===== src/rtl/key_onehot_scan_pkg.sv =====
// -----------------------------------------------------------------------------
// key_onehot_scan_pkg
// Shared definitions for the key scanner and the downstream one-hot-to-code
// converter: default key count, scanner FSM state encoding and the code the
// converter displays for any word that is not exactly one-hot.
// -----------------------------------------------------------------------------
package key_onehot_scan_pkg;

    // Default number of key inputs (width of keyin / onehot).
    localparam int NKEYS_DEF = 10;

    // Code shown by the converter for a zero or multi-bit input word.
    localparam logic [3:0] CODE_INVALID = 4'hF;

    // Scanner FSM: wait for a press, then wait for every key to be released.
    typedef enum logic {
        ST_IDLE = 1'b0,
        ST_HOLD = 1'b1
    } state_t;

endpackage : key_onehot_scan_pkg


===== src/rtl/key_onehot_scan_debounce.sv =====
// -----------------------------------------------------------------------------
// key_debounce
// One-bit synchronizer and debouncer. The raw input passes through a plain
// 2-FF synchronizer; on every sample tick the synchronized level is compared
// with the debounced level, and the debounced level only follows after
// DEBOUNCE_TICKS consecutive differing samples. A matching sample restarts
// the count.
// Ports:
//   clk   in  1  system clock
//   rst_n in  1  asynchronous active-low reset
//   tick  in  1  sample enable (one cycle per debounce period)
//   din   in  1  raw asynchronous input
//   db    out 1  debounced level (registered)
// -----------------------------------------------------------------------------
module key_debounce #(
    parameter int DEBOUNCE_TICKS = 10
) (
    input  logic clk,
    input  logic rst_n,
    input  logic tick,
    input  logic din,
    output logic db
);

    localparam int CW = $clog2(DEBOUNCE_TICKS + 1);
    localparam logic [CW-1:0] CNT_LAST = CW'(DEBOUNCE_TICKS - 1);
    localparam logic [CW-1:0] CNT_ZERO = CW'(0);
    localparam logic [CW-1:0] CNT_ONE  = CW'(1);

    logic          sync1_r;
    logic          sync2_r;
    logic [CW-1:0] cnt_r;
    logic          db_r;

    // Two-flop synchronizer, nothing between the flops.
    always_ff @(posedge clk or negedge rst_n) begin
        if (!rst_n) begin
            sync1_r <= 1'b0;
            sync2_r <= 1'b0;
        end else begin
            sync1_r <= din;
            sync2_r <= sync1_r;
        end
    end

    // Debounce counter and debounced level; only advances on sample ticks.
    always_ff @(posedge clk or negedge rst_n) begin
        if (!rst_n) begin
            cnt_r <= CNT_ZERO;
            db_r  <= 1'b0;
        end else if (tick) begin
            if (sync2_r != db_r) begin
                // The Nth consecutive differing sample flips the level, so the
                // counter tops out at DEBOUNCE_TICKS-1 and never wraps.
                if (cnt_r == CNT_LAST) begin
                    db_r  <= sync2_r;
                    cnt_r <= CNT_ZERO;
                end else begin
                    cnt_r <= cnt_r + CNT_ONE;
                end
            end else begin
                cnt_r <= CNT_ZERO;
            end
        end else begin
            cnt_r <= cnt_r;
            db_r  <= db_r;
        end
    end

    assign db = db_r;

endmodule : key_debounce


===== src/rtl/key_onehot_scan.sv =====
// -----------------------------------------------------------------------------
// key_onehot_scan
// Upstream stage of the one-hot-to-code converter. Synchronizes and debounces
// NKEYS raw key inputs, detects debounced rising edges and registers one
// accepted press as a one-hot word with a single-cycle strobe. Simultaneous
// new presses load an all-zero word (error, shown as the invalid code
// downstream). After an acceptance all further presses are ignored until
// every key has been released.
// Ports:
//   clk    in  1      system clock, rising edge
//   rst_n  in  1      asynchronous active-low reset
//   keyin  in  NKEYS  raw keys, active-high, asynchronous
//   clr    in  1      synchronous clear of onehot (an acceptance overrides)
//   onehot out NKEYS  last accepted key, 0 = none / multi-press error
//   strobe out 1      one-cycle pulse when onehot is loaded by an acceptance
//   busy   out 1      high while waiting for all keys to be released
// -----------------------------------------------------------------------------
module key_onehot_scan
    import key_onehot_scan_pkg::*;
#(
    parameter int NKEYS          = NKEYS_DEF,
    parameter int PRESCALE       = 50000,
    parameter int DEBOUNCE_TICKS = 10
) (
    input  logic             clk,
    input  logic             rst_n,
    input  logic [NKEYS-1:0] keyin,
    input  logic             clr,
    output logic [NKEYS-1:0] onehot,
    output logic             strobe,
    output logic             busy
);

    localparam int PS_W = (PRESCALE > 1) ? $clog2(PRESCALE) : 1;
    localparam logic [PS_W-1:0]  PS_LAST = PS_W'(PRESCALE - 1);
    localparam logic [PS_W-1:0]  PS_ZERO = PS_W'(0);
    localparam logic [PS_W-1:0]  PS_ONE  = PS_W'(1);
    localparam logic [NKEYS-1:0] K_ZERO  = {NKEYS{1'b0}};
    localparam logic [NKEYS-1:0] K_ONE   = {{(NKEYS-1){1'b0}}, 1'b1};

    logic [PS_W-1:0]  ps_cnt_r;
    logic             tick_s;
    logic [NKEYS-1:0] db_s;
    logic [NKEYS-1:0] db_prev_r;
    logic [NKEYS-1:0] rise_s;
    logic             single_s;
    state_t           state_r;
    state_t           state_n;
    logic [NKEYS-1:0] onehot_r;
    logic [NKEYS-1:0] onehot_n;
    logic             strobe_r;
    logic             strobe_n;

    // Free-running sample-tick prescaler (PRESCALE=1 ticks every cycle).
    always_ff @(posedge clk or negedge rst_n) begin
        if (!rst_n) begin
            ps_cnt_r <= PS_ZERO;
        end else if (tick_s) begin
            ps_cnt_r <= PS_ZERO;
        end else begin
            ps_cnt_r <= ps_cnt_r + PS_ONE;
        end
    end

    assign tick_s = (ps_cnt_r == PS_LAST);

    // One synchronizer/debouncer per key.
    for (genvar g = 0; g < NKEYS; g++) begin : g_key
        key_debounce #(
            .DEBOUNCE_TICKS(DEBOUNCE_TICKS)
        ) u_debounce (
            .clk  (clk),
            .rst_n(rst_n),
            .tick (tick_s),
            .din  (keyin[g]),
            .db   (db_s[g])
        );
    end

    // Previous debounced levels for rising-edge detection.
    always_ff @(posedge clk or negedge rst_n) begin
        if (!rst_n) begin
            db_prev_r <= K_ZERO;
        end else begin
            db_prev_r <= db_s;
        end
    end

    assign rise_s = db_s & ~db_prev_r;
    // Exactly one bit set: non-zero and clearing the lowest set bit leaves zero.
    assign single_s = (rise_s != K_ZERO) && ((rise_s & (rise_s - K_ONE)) == K_ZERO);

    // FSM state, accepted word and strobe registers.
    always_ff @(posedge clk or negedge rst_n) begin
        if (!rst_n) begin
            state_r  <= ST_IDLE;
            onehot_r <= K_ZERO;
            strobe_r <= 1'b0;
        end else begin
            state_r  <= state_n;
            onehot_r <= onehot_n;
            strobe_r <= strobe_n;
        end
    end

    // Next-state / next-output logic; an acceptance takes priority over clr.
    always_comb begin
        state_n  = state_r;
        onehot_n = clr ? K_ZERO : onehot_r;
        strobe_n = 1'b0;
        case (state_r)
            ST_IDLE: begin
                if (rise_s != K_ZERO) begin
                    strobe_n = 1'b1;
                    onehot_n = single_s ? rise_s : K_ZERO;
                    state_n  = ST_HOLD;
                end else begin
                    state_n  = ST_IDLE;
                end
            end
            ST_HOLD: begin
                if (db_s == K_ZERO) begin
                    state_n = ST_IDLE;
                end else begin
                    state_n = ST_HOLD;
                end
            end
            default: begin
                state_n  = ST_IDLE;
                onehot_n = K_ZERO;
                strobe_n = 1'b0;
            end
        endcase
    end

    assign onehot = onehot_r;
    assign strobe = strobe_r;
    assign busy   = (state_r == ST_HOLD);

endmodule : key_onehot_scan


===== config.mk =====
export PLATFORM = sky130hd
export DESIGN_NAME = key_onehot_scan
export DESIGN_NICKNAME = d
export VERILOG_FILES = /design/src/rtl/key_onehot_scan_pkg.sv /design/src/rtl/key_onehot_scan_debounce.sv /design/src/rtl/key_onehot_scan.sv
export SDC_FILE = /design/constraint.sdc
export NUM_CORES = 1
export LEC_CHECK = 0
export ABC_AREA = 1
export ABC_CLOCK_PERIOD_IN_PS = 2300
export CORE_ASPECT_RATIO = 0.8
export CORE_MARGIN = 3
export CORE_UTILIZATION = 40
export DETAILED_ROUTE_END_ITERATION = 7
export GPL_TIMING_DRIVEN = 1
export PLACE_DENSITY_LB_ADDON = 0.3
export SLEW_MARGIN = 30
export SYNTH_ARGS = -nofsm -noshare
export SYNTH_HDL_FRONTEND = slang
export SYNTH_SLANG_ARGS = --single-unit

===== constraint.sdc =====
create_clock -name clk -period 2.3 [get_ports clk]
set_input_delay 0.23 -clock clk [delete_from_list [all_inputs] [get_ports clk]]
set_output_delay 0.23 -clock clk [all_outputs]
set_load 0.01 [all_outputs]

Word level (Yosys, flattened, before mapping). Cells that the tools add are included.

Bits in latches: 0. Bits of input ports: 13. RAM bits: 0. Output and inout bits: 12. Memories kept: 0. Register bits: 108. Word-level logic and storage cells: 125. ROM bits: 0.

Eq/ne operators: 21. Add/sub/neg operators: 12. Multipliers: 0. Shifts and indexed selects: 0. Bitwise operators: 4. Div/mod/pow operators: 0. Reductions and logical operators: 14. Multiplexer cells: 29. $lt $le $gt $ge: 0.

Operators by type and width (count): $mux 4 (20); $add 4x1->4 const B (10); $eq 4x4->1 const B (10); $mux 10 (4); $reduce_and 3->1 (10); $and 10x10->10 (2); $logic_not 10->1 (2); $add 16x1->16 const B (1); $eq 16x16->1 const B (1); $mux 16 (1); $ne 1x1->1 (10); $not 10->10 (1); $reduce_bool 10->1 (1); $sub 10x1->10 const B (1); $mux 1 (3); $pmux 1 s2 (1); $logic_and 1x1->1 (1); $not 1->1 (1).

Longest topological paths before layout.
Depth in word-level cells: 9. Mapped depth: 12. Gate-level depth less buffers: 11.

Modules after synthesis. A second synthesis with hierarchy kept.

Cells, all modules: 662. Area total of the unflattened synthesis: 5481.5 um^2.

By module, submodules not included: key_debounce (area an instance 346.6 um^2, cells an instance 42, times used 10, sequential area each 175.2 um^2); key_onehot_scan (area an instance 2015.7 um^2, cells an instance 242, times used 1, sequential area each 950.9 um^2).

Worst setup path before layout. OpenSTA, ideal clock, no wires.

Kind: reg-to-reg. Start point: reg ps_cnt_r[0]. End point: reg g_key[0].u_debounce.cnt_r[3]. Slack: 0.813 ns. Arrival: 1.361 ns. Stages on the path, launching flop included: 10. Path buffers: 1. Period minus slack after synthesis: 1.487 ns. Setup time: 0.126 ns. Data required time: 2.174 ns. Cell sequence: dfrtp_1 -> ha_1 -> nand2_1 -> nor2_2 -> inv_2 -> nor2_4 -> nand2_4 -> buf_2 -> nor3_1 -> nor3b_2.

Longest elaborated chain between the ends: 1.

Ends and longest elaborated chain: start, declared (line key_onehot_scan.sv:41) `logic [PS_W-1:0] ps_cnt_r;`; start signal, assigned (line key_onehot_scan.sv:61) `ps_cnt_r <= ps_cnt_r + PS_ONE;`; $eq 16x16->1 (line key_onehot_scan.sv:65) `assign tick_s = (ps_cnt_r == PS_LAST);`; end signal, assigned (line key_onehot_scan_debounce.sv:59) `cnt_r <= cnt_r + CNT_ONE;`; end signal, assigned (line key_onehot_scan_debounce.sv:65) `cnt_r <= cnt_r;`; end, declared (line key_onehot_scan_debounce.sv:32) `logic [CW-1:0] cnt_r;`.

Every way passes these cells. A chain may end at the register's enable or synchronous reset.

Final worst setup path.
Start point: reg ps_cnt_r[0]. End point: reg g_key[8].u_debounce.db_r.

Longest elaborated chain between the ends: 2.

Ends and longest elaborated chain: $eq 16x16->1 (line key_onehot_scan.sv:65); $reduce_and 3->1 (no source line); end signal, assigned (line key_onehot_scan_debounce.sv:56) `db_r <= sync2_r;`; end signal, assigned (line key_onehot_scan_debounce.sv:66) `db_r <= db_r;`; end, declared (line key_onehot_scan_debounce.sv:33) `logic db_r;`.

Every way passes these cells.

==> impl_results.md <==
- Status: completed
- Grt ovf: 0
- Final WL: 8.99 mm
- Share of synthesized registers carrying an async set or reset: 1.00
- Crit path capture type: flop
- HPWL after DPL: 6.40 mm
- Drt initial violations: 242
- Pre-Repair DR Iteration Count: 4
- Largest net degree at the start of global routing: 53
- Tcrit/Tclk final: 0.804
- Hold path cells: 1
- Clock sink total: 108
- Area delta synth->final: 14.2%
- Crit path arrival time: 2.08 ns
- Setup TNS: 0 ns
- Gp weighted congestion: 0.849
- Metal-1 WL: 4.34 mm
- #FFs+latches synth: 108
- Num CTS Buffers: 9
- Clock Latency Late Sink: 0.35 ns
- Syn. warnings: 0
- Ratio of cells with drive above 1 in the final layout: 0.0650
- Antenna viol nets, final: 0
- CTS tree: yes
- P_leak: 2.94 nW
- R2R cell count: 10
- Port buffer count: 24
- Critical path class: flop to flop
- Initial antenna violation count: 0
- Synth Area in XOR/XNOR: 0.0239
- Synth unique cells: 37
- Top layer in use: met4
- Avg Cell Area, Syn: 9.05 µm²
- Layout Nets: 630
- Hold Vio Cnt, Final: 0
- Postcts setup bufs: 0
- Setup crit end: g_key[8].u_debounce.db$_DFFE_PN0P_
- Multiplexer share of the synthesized area: 0.0195
- Hold crit path type: primary input to flop
- Via-per-instance ratio: 4.78
- Die Y: 107 µm
- Final Max Slew Viols: 0
- Reg2Reg Setup Slack: 0.45 ns
- Clock transition at path regs: 0.08 ns
- Synth top area share: 0.527
- FP Rows: 36
- Setup ws final: 0.451 ns
- FMAX: 541 MHz
- Via Count: 3,686
- H-tree lvl count: 3
- Synthesized area: 5120 µm²
- Die area: 14,200 µm²
- Chip width: 133 µm
- Pre-CTS WS: 0.445 ns
- # IOs: 25
- Remaining DRCs: 0
- Most frequent cells in the layout: dfrtp_1 (108), inv_1 (96), nand2_1 (86), nor2_1 (54), nand3_1 (48)
- Critical path fanouts, max: 52
- Min Tclk post-route: 1.85 ns
- Critical path required time: 2.54 ns
- Initial core utilization: 0.415
- Gate Count Post-Synth: 566
- Max clock buf depth: 2
- VDD IR-drop max: 0.000407 V
- Placed Cells incl. Taps: 755
- Met3 wire len: 293 µm
- Pwr dens: 612 nW/µm²
- Leading area contributor after synthesis: dfrtp_1
- Synth Area in Adders: 0.0513
- Antenna cells: 0
- Capturing point of the worst reg2reg path: g_key[8].u_debounce.db$_DFFE_PN0P_
- Global-route wire length before repair: 16.2 mm
- Worst-case clock skew: 0.0113 ns
- Critical R2R Launch: ps_cnt_r[0]$_DFF_PN0_
- CP Launch Type: flop
- Synth Area in Simple Gates: 0.214
- Top_reg_cell synth: dfrtp_1
- Multi-input logic area: 1950 µm²
- Fin cells: 771
- Core area: 12,300 µm²
- Compound-cell area share of the yosys netlist: 0.0718
- Fill count: 1,177
- Register area: 2700 µm²
- Critical Path Start: ps_cnt_r[0]$_DFF_PN0_
- Wire length on met2: 4.21 mm
- Routed wire length per instance: 11.7 µm
- Max-Cap Viols: 0
- Vias in the first global route: 3,667
- Synth area leaders: dfrtp_1 (53%), inv_1 (7.0%), nand2_1 (6.3%)
- Rel. slew slack: 0.713
- Net Count, Synth: 600
- Unrepaired setup endpoints after global routing: false
- Worst-Margin Slew: 0.431 ns
- Most common cell after layout, fill and taps aside: dfrtp_1
- Total GRT Usage: 0.139
- Largest family of logic cells by synthesized area: simple AND/OR/NAND/NOR gates
- # setup viols final: 0
- Post-synth EDFFs: 0
- Register area share after synthesis: 0.527
- Clock root buffer: clkbuf_16
-- layout make-up --
cell class / count / area share
clock buffers: 9 / 0.0385
clock inverters: 6 / 0.0143
inverters: 100 / 0.0650
multi-input cells: 347 / 0.333
flip-flops and latches: 108 / 0.462
well taps: 171 / 0.0366
repair buffers: 30 / 0.0509
-- power breakdown --
part / total (mW) / leakage (nW) / switching [mW] / internal, mW
sequential: 1.92 / 1.45 / 0.00913 / 1.92
clock: 1.57 / 0.151 / 0.712 / 0.863
combinational: 0.0838 / 1.34 / 0.0526 / 0.0313
-- synth_stat cells, types with 3 or more instances --
library cell and n:
a21oi_1 16, buf_2 4, buf_6 6, dfrtp_1 108, ha_1 21, inv_1 96
mux2i_1 10, nand2_1 86, nand3_1 48, nand4_1 15, nor2_1 54, nor2_2 5
nor3_1 10, nor3b_1 3, nor3b_2 4, o21ai_0 15, o21ai_1 18, o22ai_1 10
xnor2_1 8, xor2_1 6
-- worst max-delay path, stage by stage (launching register included) --
cell,delay [ns]
dfrtp_1,0.36
ha_1,0.19
nand2_1,0.08
nor2_2,0.11
inv_2,0.07
nor2_4,0.12
nand2_4,0.12
clkinv_4,0.32
nand2_1,0.11
o21ai_0,0.17
inv_1,0.06
-- worst min-delay path by stage --
stage / start / to / slack (ns)
floorplan: rst_n / busy$_DFF_PN0_ / -0.07
global placement: rst_n / busy$_DFF_PN0_ / 0.19
detailed placement: rst_n / onehot[0]$_DFF_PN0_ / 0.20
CTS: keyin[9] / g_key[9].u_debounce.sync1_r$_DFF_PN0_ / 0.30
global route: keyin[5] / g_key[5].u_debounce.sync1_r$_DFF_PN0_ / 0.29
finish: keyin[9] / g_key[9].u_debounce.sync1_r$_DFF_PN0_ / 0.31
-- state kept, by name, summed over array words and instances, names as in the netlist --
signal,flops
onehot,10
strobe,1
ps_cnt_r,16
g_key.u_debounce.sync1_r,10
busy,1
g_key.u_debounce.cnt_r,40
g_key.u_debounce.db,10
g_key.u_debounce.sync2_r,10
db_prev_r,10
-- timing repair --
item	in CTS	in global routing
endpoints found under the hold margin	27	0
resized for setup	0	0
hold buffers	1	0
-- metal layers --
| layer | track usage | vias up |
|---|---|---|
| li1 | - | 1876 |
| met1 | 0.174 | 1738 |
| met2 | 0.235 | 57 |
| met3 | 0.0352 | 15 |
| met4 | 0.0497 | 0 |
| met5 | 0 | - |
-- logic make-up after synthesis --
kind of cell / after synthesis
adder cells (fa/ha/maj): 21
AND/OR/NAND/NOR: 235
multiplexers: 10
AO/OA/AOI/OAI: 67
buffers and inverters: 111
XOR/XNOR: 14
flip-flops: 108
-- per-stage QoR --
stage	hold WS, ns	cell area (µm²)	total power, mW	util
floorplan	-0.0656	5120	1.97	-
global placement	0.193	5530	2.05	0.448
detailed placement	0.196	5530	2.05	0.448
CTS	0.296	5850	3.64	0.474
global route	0.293	5850	3.73	0.474
finish	0.310	5850	3.58	0.474
Power figures use the tool's default switching activity.
